## src/rtl/dvsd_pd_pkg.sv

```systemverilog
// dvsd_pd_pkg: shared definitions for the dvsd priority-decoder receive path.
//   PD_CODE_W / PD_OUT_W   encoded-index width and one-hot width (OUT = 1 << CODE)
//   PD_FIFO_DEPTH          default code buffer depth
//   PD_CNT_W               default delivered-word counter width
//   code_t                 encoded index type
//   onehot()               expands a code into its one-hot word
package dvsd_pd_pkg;

    localparam int PD_CODE_W     = 3;
    localparam int PD_OUT_W      = 1 << PD_CODE_W;
    localparam int PD_FIFO_DEPTH = 2;
    localparam int PD_CNT_W      = 8;

    typedef logic [PD_CODE_W-1:0] code_t;

    function automatic logic [PD_OUT_W-1:0] onehot(input code_t code);
        logic [PD_OUT_W-1:0] word;
        word       = '0;
        word[code] = 1'b1;
        return word;
    endfunction

endpackage

```

## src/rtl/dvsd_pd_fifo.sv

```systemverilog
// dvsd_pd_fifo: small synchronous FIFO for encoded indices.
//   clk, rst_n       clock, async active-low reset (empties the buffer)
//   push, wr_data    write request and data (ignored when full without a pop)
//   pop, rd_data     read request and head-of-queue data (combinational)
//   full, empty      occupancy status
// Pointers carry one extra wrap bit so full and empty are told apart without a counter.
module dvsd_pd_fifo #(
    parameter int DEPTH = 2,
    parameter int W     = 3
) (
    input  logic         clk,
    input  logic         rst_n,
    input  logic         push,
    input  logic [W-1:0] wr_data,
    input  logic         pop,
    output logic [W-1:0] rd_data,
    output logic         full,
    output logic         empty
);

    localparam int AW = $clog2(DEPTH);

    logic [AW:0]  wr_ptr_r;
    logic [AW:0]  rd_ptr_r;
    logic [W-1:0] mem_r [DEPTH];
    logic         push_ok_s;
    logic         pop_ok_s;

    assign full  = (wr_ptr_r[AW] != rd_ptr_r[AW]) && (wr_ptr_r[AW-1:0] == rd_ptr_r[AW-1:0]);
    assign empty = (wr_ptr_r == rd_ptr_r);

    // A pop in the same cycle frees the head slot, so a push into a full buffer is legal then.
    assign pop_ok_s  = pop & ~empty;
    assign push_ok_s = push & (~full | pop_ok_s);

    assign rd_data = mem_r[rd_ptr_r[AW-1:0]];

    // Pointer and storage update.
    always_ff @(posedge clk or negedge rst_n) begin
        if (!rst_n) begin
            wr_ptr_r <= '0;
            rd_ptr_r <= '0;
            for (int i = 0; i < DEPTH; i++) begin
                mem_r[i] <= '0;
            end
        end else begin
            if (push_ok_s) begin
                mem_r[wr_ptr_r[AW-1:0]] <= wr_data;
                wr_ptr_r                <= wr_ptr_r + (AW+1)'(1);
            end
            if (pop_ok_s) begin
                rd_ptr_r <= rd_ptr_r + (AW+1)'(1);
            end
        end
    end

endmodule

```

## src/rtl/dvsd_pd_decoder.sv

```systemverilog
// dvsd_pd_decoder: receive side of the dvsd priority-encoder link.
//   wb_clk_i, wb_rst_n          clock, async active-low reset
//   code_i, gs_i, eno_i         encoder outputs; gs_i & ~eno_i is a push request
//   in_ready_o                  buffer can take a code this cycle
//   en_i                        decoder enable; low blocks new pops only
//   dec_o, dec_valid_o, dec_ready_i   registered one-hot output handshake
//   pend_o                      sticky OR of delivered words
//   clear_i                     clears pend_o, evt_cnt_o, drop_o, err_o
//   evt_cnt_o                   saturating delivered-word count
//   drop_o, err_o               sticky lost-code / illegal gs+eno flags
module dvsd_pd_decoder
    import dvsd_pd_pkg::*;
#(
    parameter int FIFO_DEPTH = PD_FIFO_DEPTH,
    parameter int CNT_W      = PD_CNT_W
) (
    input  logic                 wb_clk_i,
    input  logic                 wb_rst_n,
    input  logic [PD_CODE_W-1:0] code_i,
    input  logic                 gs_i,
    input  logic                 eno_i,
    output logic                 in_ready_o,
    input  logic                 en_i,
    output logic [PD_OUT_W-1:0]  dec_o,
    output logic                 dec_valid_o,
    input  logic                 dec_ready_i,
    output logic [PD_OUT_W-1:0]  pend_o,
    input  logic                 clear_i,
    output logic [CNT_W-1:0]     evt_cnt_o,
    output logic                 drop_o,
    output logic                 err_o
);

    logic                ready_en_r;
    logic [PD_OUT_W-1:0] dec_r;
    logic                dec_valid_r;
    logic [PD_OUT_W-1:0] pend_r;
    logic [CNT_W-1:0]    evt_cnt_r;
    logic                drop_r;
    logic                err_r;

    logic                full_s;
    logic                empty_s;
    code_t               rd_code_s;
    logic                pop_s;
    logic                push_s;
    logic                in_ready_s;
    logic                deliver_s;
    logic [PD_OUT_W-1:0] pend_nxt_s;
    logic [CNT_W-1:0]    cnt_nxt_s;
    logic                drop_nxt_s;
    logic                err_nxt_s;

    // Output register may be refilled when it is empty or being drained this cycle.
    assign pop_s      = en_i & ~empty_s & (~dec_valid_r | dec_ready_i);
    // ready_en_r holds in_ready_o low during reset and for the first cycle after release.
    assign in_ready_s = ready_en_r & (~full_s | pop_s);
    assign push_s     = gs_i & ~eno_i & in_ready_s;
    assign deliver_s  = dec_valid_r & dec_ready_i;

    dvsd_pd_fifo #(
        .DEPTH (FIFO_DEPTH),
        .W     (PD_CODE_W)
    ) u_fifo (
        .clk     (wb_clk_i),
        .rst_n   (wb_rst_n),
        .push    (push_s),
        .wr_data (code_i),
        .pop     (pop_s),
        .rd_data (rd_code_s),
        .full    (full_s),
        .empty   (empty_s)
    );

    // Next-state for the sticky status: clear first, then same-cycle events are recorded on top.
    always_comb begin
        pend_nxt_s = clear_i ? '0 : pend_r;
        cnt_nxt_s  = clear_i ? '0 : evt_cnt_r;
        drop_nxt_s = (clear_i ? 1'b0 : drop_r) | (gs_i & ~in_ready_s);
        err_nxt_s  = (clear_i ? 1'b0 : err_r)  | (gs_i & eno_i);
        if (deliver_s) begin
            pend_nxt_s = pend_nxt_s | dec_r;
            if (cnt_nxt_s != {CNT_W{1'b1}}) begin
                cnt_nxt_s = cnt_nxt_s + CNT_W'(1);
            end else begin
                cnt_nxt_s = cnt_nxt_s;
            end
        end else begin
            pend_nxt_s = pend_nxt_s;
        end
    end

    // Output register, status registers and post-reset ready enable.
    always_ff @(posedge wb_clk_i or negedge wb_rst_n) begin
        if (!wb_rst_n) begin
            ready_en_r  <= 1'b0;
            dec_r       <= '0;
            dec_valid_r <= 1'b0;
            pend_r      <= '0;
            evt_cnt_r   <= '0;
            drop_r      <= 1'b0;
            err_r       <= 1'b0;
        end else begin
            ready_en_r <= 1'b1;
            if (pop_s) begin
                dec_r       <= onehot(rd_code_s);
                dec_valid_r <= 1'b1;
            end else if (deliver_s) begin
                dec_r       <= '0;
                dec_valid_r <= 1'b0;
            end
            pend_r    <= pend_nxt_s;
            evt_cnt_r <= cnt_nxt_s;
            drop_r    <= drop_nxt_s;
            err_r     <= err_nxt_s;
        end
    end

    assign in_ready_o  = in_ready_s;
    assign dec_o       = dec_r;
    assign dec_valid_o = dec_valid_r;
    assign pend_o      = pend_r;
    assign evt_cnt_o   = evt_cnt_r;
    assign drop_o      = drop_r;
    assign err_o       = err_r;

endmodule

```

## config.mk

```make
export PLATFORM = sky130hd
export DESIGN_NAME = dvsd_pd_decoder
export DESIGN_NICKNAME = d
export VERILOG_FILES = /design/src/rtl/dvsd_pd_pkg.sv /design/src/rtl/dvsd_pd_fifo.sv /design/src/rtl/dvsd_pd_decoder.sv
export SDC_FILE = /design/constraint.sdc
export NUM_CORES = 1
export LEC_CHECK = 0
export ABC_AREA = 1
export CAP_MARGIN = 20
export CORE_MARGIN = 3
export CORE_UTILIZATION = 49
export DETAILED_ROUTE_END_ITERATION = 8
export GPL_TIMING_DRIVEN = 0
export PLACE_DENSITY = 0.75
export SLEW_MARGIN = 5
export SYNTH_ARGS = -nofsm -noshare
export SYNTH_HDL_FRONTEND = slang
export SYNTH_SLANG_ARGS = --single-unit
export TNS_END_PERCENT = 1
```

## constraint.sdc

```tcl
create_clock -name wb_clk_i -period 1.57 [get_ports wb_clk_i]
set_clock_uncertainty 0.05 [all_clocks]
set_input_delay 0.157 -clock wb_clk_i [delete_from_list [all_inputs] [get_ports wb_clk_i]]
set_output_delay 0.157 -clock wb_clk_i [all_outputs]
set_load 0.01 [all_outputs]
```

== Word level (Yosys, flattened, before mapping) ==
Cells that the tools add are included.
Word-level totals
  register bits after elaboration: 38
  input bits: 10
  output and inout bits: 28
  word-level logic and storage cells: 69
Operators by class
  add/subtract/negate cells: 3
  $lt $le $gt $ge: 5
  eq/ne operators: 4
  muxes and demuxes: 19
  bitwise gates (word level): 23
  reductions and logical operators: 4
Operator list (count)
  $mux W8: 7
  $mux W3: 4
  $and A1 B1 Y1: 10
  $add A8 B1 Y8 const B: 1
  $ne A8 B8 Y1 const B: 1
  $or A8 B8 Y8: 1
  $bwmux W6: 1
  $mux W1: 5
  $not A1 Y1: 5
  $or A1 B1 Y1: 5
  $add A2 B1 Y2 const B: 2
  $ge A2 B2 Y1 const B: 2
  $lt A3 B4 Y1 const B: 1
  $not A1 Y2: 2
  $demux W1 S3: 1
  $demux W3 S1: 1
  $ge A3 B1 Y1 const B: 1
  $logic_and A1 B1 Y1: 3
  $eq A2 B2 Y1: 1
  $lt A2 B1 Y1 const B: 1
  $reduce_bool A2 Y1: 1
  $eq A1 B1 Y1: 1
  $ne A1 B1 Y1: 1

== Longest topological paths before layout ==
  depth in word-level cells: 9
  gate-level depth with buffers: 9

== By module ==
Synthesis repeated with hierarchy kept, for this count alone.
Unflattened totals
  cells, all modules: 237
  area total of the unflattened synthesis: 1958.1 µm²
By module, submodules not included
  dvsd_pd_decoder: times used 1, cells an instance 166, area each 1361.3 µm², seq. area each 700.7 µm²
  dvsd_pd_fifo: times used 1, cells an instance 71, area each 596.8 µm², seq. area each 250.2 µm²

== Least setup slack after synthesis ==
No wires, ideal clock.
  kind: reg-to-reg
  from: reg evt_cnt_r[0] (netlist: evt_cnt_o[0])
  to: reg evt_cnt_r[5] (netlist: evt_cnt_o[5])
  library setup time: 0.083 ns
  data arrival time: 1.368 ns
  required time: 1.437 ns
  setup slack: 0.069 ns
  cell stages (with the launch flop): 10
  buffers on the path: 0
  cells stage by stage: dfrtp_1 -> inv_1 -> nor2_1 -> ha_1 -> inv_1 -> nor3_2 -> nand2_1 -> nor2_1 -> nand2_1 -> o21ai_0
On the way
  cells in the longest elaborated chain, start to end: 4
  elaborated cells on any way between the ends: 5
  those cells by class: add/sub (1); eq/ne (1); mux (3)
RTL lines
  from (decl): line dvsd_pd_decoder.sv:38  | logic [CNT_W-1:0] evt_cnt_r;
  from (signal assigned): line dvsd_pd_decoder.sv:113  | evt_cnt_r <= cnt_nxt_s;
  $mux W8 (*): line dvsd_pd_decoder.sv:78  | cnt_nxt_s = clear_i ? '0 : evt_cnt_r;
  $add A8 B1 Y8 / $ne A8 B8 Y1 (equally long branches): line dvsd_pd_decoder.sv:84, dvsd_pd_decoder.sv:83
  $mux W8 (*): line dvsd_pd_decoder.sv:83  | if (cnt_nxt_s != {CNT_W{1'b1}}) begin
  $mux W8 (*): line dvsd_pd_decoder.sv:81  | if (deliver_s) begin
  named net cnt_nxt_s[5]: line dvsd_pd_decoder.sv:50  | logic [CNT_W-1:0] cnt_nxt_s;
The timed path passes the listed nets; every way through them passes the cells marked *.
A chain may end at the register's enable or synchronous reset.

== Worst setup path in the final report ==
  from: reg evt_cnt_r[1] (netlist: evt_cnt_o[1])
  to: reg evt_cnt_r[0] (netlist: evt_cnt_o[0])
On the way
  cells in the longest elaborated chain, start to end: 4
RTL lines (line)
  $mux W8: dvsd_pd_decoder.sv:78
  $ne A8 B8 Y1: dvsd_pd_decoder.sv:83
  $mux W8: dvsd_pd_decoder.sv:83
  $mux W8: dvsd_pd_decoder.sv:81
  named net cnt_nxt_s[0]: dvsd_pd_decoder.sv:50
The timed path passes the listed nets, and every way through them passes these cells.

==> impl_metrics.json <==
{
  "postSynthNetCount": 216,
  "synth_cell_types": 24,
  "worst_r2r_endpoint": "evt_cnt_o[0]$_DFF_PN0_",
  "vias": 1508,
  "clkLatencyLatePin_ns": 0.35,
  "r2r_setup_slack_ns": 0.009,
  "drc_errors": 0,
  "fillers": 250,
  "drtIter0Drc": 92,
  "grt_use_met3_pct": 7.18,
  "hold_path_depth": 3,
  "yosys.area.top_type": "dfrtp_1",
  "holdCritPathClass": "in2reg",
  "fmax_mhz": 641,
  "overflow": 0,
  "finalNetCount": 268,
  "critPathLaunchType": "flop",
  "cts.sinks": 38,
  "hpwl_um": 2540,
  "total_power_w": 0.00368,
  "ys_ff_latch": 38,
  "drive_gt1_share_pct": 17.4,
  "max-clock-path-buffers": 2,
  "final_cell_area_mm2": 0.00237,
  "setup.worst_path.start": "evt_cnt_o[1]$_DFF_PN0_",
  "ios": 38,
  "avgSynthCellArea_um2": 8.39,
  "worst-path-max-fanout": 3,
  "critPathArrivalTime_ns": 1.79,
  "min_period_over_period_pct": 99.4,
  "cellLeakagePower_nw": 1.14,
  "path_cells": "inv_1 -> nor2_4 -> ha_4 -> inv_2 -> nor3_4 -> nand2_2 -> o21ai_4 -> xnor2_1",
  "slowest_stage": "dfrtp_1",
  "syn_area_mm2": 0.00172,
  "ant_nets": 0,
  "numCtsBuffers": 5,
  "coreArea_mm2": 0.00320,
  "grt_pass1_vias": 1399,
  "rows": 20,
  "die_h_um": 65.2,
  "avgRoutedWirePerCell_um": 12.5,
  "start_util_pct": 53.7,
  "ctsRootBufferMaster": "clkbuf_4",
  "grt_usage_pct": 19.0,
  "setup.worst_path.class": "reg2reg",
  "relSlewSlack_pct": 46.6,
  "dieArea_mm2": 0.00425,
  "drt_first_pass_iters": 5,
  "final-hold-violation-count": 0,
  "grt_pass1_wl_um": 6170,
  "io_buffer_count": 37,
  "place_area_mm2": 0.00214,
  "r2r-start": "evt_cnt_o[1]$_DFF_PN0_",
  "antenna_found_initial": 0,
  "vias_per_cell": 4.99,
  "grt_setup_unrepaired": "true",
  "syn_inst": 205,
  "ys_seq_area_share_pct": 55.3,
  "status": "finished clean",
  "die_w_um": 65.2,
  "critPathMaxStageDelay_ns": 0.36,
  "holdCritStartpoint": "code_i[0]",
  "cts.clk_slew.worst_paths_ns": 0.12,
  "htree_num_levels": 2,
  "syn2layout_area_growth_pct": 37.9,
  "n_antenna_cell": 0,
  "wl_um": 3780,
  "pwr_density_cell_mw_per_mm2": 1550,
  "synth.area.top_cells": "dfrtp_1 55%, nand2_1 14%, o21ai_0 6.7%, inv_1 5.9%, nor2_1 3.3%",
  "gr-usage-met1_pct": 24.0,
  "maxCapViolations": 0,
  "peakVddDrop_uv": 1090,
  "holdWs_ns": 0.318,
  "final_util_pct": 74.0,
  "fin_crit_ns": 1.56,
  "cp-end-kind": "flop",
  "use_met2_pct": 29.6,
  "yosys_warnings": 0,
  "cts_tree": "built",
  "worst_pin_slew_ns": 0.800,
  "crit_required_ns": 1.80,
  "setup_violations": 0,
  "holdPathEnd": "u_fifo.mem_r[0]$_DFFE_PN0P_",
  "gp_congestion": 0.835,
  "worstRegToRegCells": 8,
  "grt_max_degree": 39,
  "grt-busiest-layer": "met2",
  "yosysTopAreaCellShare_pct": 55.3,
  "slew_violations": 0
}
## power breakdown
| part | internal [W] | switching (W) | total, W |
|---|---|---|---|
| sequential | 0.00127 | 0.000186 | 0.00146 |
| combinational | 0.000709 | 0.000845 | 0.00155 |
| clock | 0.000334 | 0.000335 | 0.000669 |
| total | 0.00231 | 0.00137 | 0.00368 |
## routing by layer
metal / vias to the layer above / wire, µm
met2: 40 / 1820
met1: 704 / 1690
met5: - / 0
met3: 5 / 227
li1: 759 / -
met4: 0 / 42
## through the flow
step	worst slack (ns)	TNS, ns	instances
3_5_place_dp	-0.368	-3.48	286
5_1_grt	-0.127	-0.966	302
2_1_floorplan	0.0690	0	205
4_1_cts	0.0121	0	299
3_3_place_gp	-0.559	-24.58	286
6_report	0.00925	0	302
## timing repair
action                                 CTS  global route
gates resized for setup                  7            34
pin swaps                                2             4
setup endpoints to repair               10            19
buffers inserted                         4             3
endpoints found under the hold margin   38             0
hold buffers                             1             0
## state kept, by name (all words and copies together) (netlist names)
register,cells
u_fifo.rd_ptr_r,2
evt_cnt_o,8
u_fifo.mem_r,6
dec_valid_o,1
drop_o,1
err_o,1
dec_o,8
pend_o,8
ready_en_r,1
u_fifo.wr_ptr_r,2
## worst max-delay path by stage
stage | endpoint | slack (ns) | depth (start not counted)
after floorplan | evt_cnt_o[5]$_DFF_PN0_ | 0.07 | 9
after global placement | dec_o[1]$_DFFE_PN0P_ | -0.56 | 1
after detailed placement | evt_cnt_o[5]$_DFF_PN0_ | -0.37 | 9
after CTS | dec_o[1]$_DFFE_PN0P_ | 0.01 | 5
after global routing | evt_cnt_o[1]$_DFF_PN0_ | -0.13 | 9
final | evt_cnt_o[0]$_DFF_PN0_ | 0.009 | 8
## synth_stat cells
cell	n
nand2_1	63
dfrtp_1	38
nor3_1	1
nand3_2	1
o22ai_1	4
inv_2	2
o211ai_2	1
nor2_1	15
conb_1	1
or2_1	2
o21ai_0	23
nand3_1	9
xor2_1	4
a22o_1	1
nand2_2	1
inv_1	27
or2_0	1
o21ai_2	1
clkbuf_1	2
nor3_2	2
a21oi_1	1
ha_1	1
xnor2_1	1
nand4_1	3
## worst max-delay path: cells and delay by family (launching register included)
| family | cells | cell delay [ns] |
|---|---|---|
| XOR/XNOR | 1 | 0.15 |
| buffers and inverters | 2 | 0.13 |
| AND/OR/NAND/NOR | 3 | 0.47 |
| flip-flops | 1 | 0.36 |
| AO/OA/AOI/OAI | 1 | 0.18 |
| adder cells (fa/ha/maj) | 1 | 0.14 |
## final cells by class
class	count	area [µm²]	area share, %
tap	44	55.1	2.32
sequential	38	951	40.1
multi-input combinational	136	739	31.2
inverter	29	109	4.59
clock inverter	3	45.0	1.90
buffer	2	8.76	0.369
timing repair buffer	45	425	17.9
clock buffer	5	37.5	1.58
## kinds of logic after synthesis
group	Yosys count	share of synthesized area [%]
fa+ha+maj	1	0.728
buf+inv	31	6.77
other cells	1	0.218
simple gates	98	24.2
compound gates	31	10.2
flops	38	55.3
xor+xnor	5	2.55
## placed cells by master (no fill, tap or decap), drive strengths merged
master / instances
nand2: 64
dfrtp: 38
clkdlybuf4s50: 34
inv: 29
o21ai: 24
nor2: 15
nand3: 10
buf: 9
clkbuf: 7
xor2: 4
o22ai: 4
nand4: 3
nor3: 3
or2: 3
clkinvlp: 2
a21oi: 1
xnor2: 1
o211ai: 1
a22o: 1
ha: 1
bufinv: 1
dlygate4sd3: 1
dlymetal6s2s: 1
conb: 1
No activity file was read; power rests on OpenSTA's default activity.
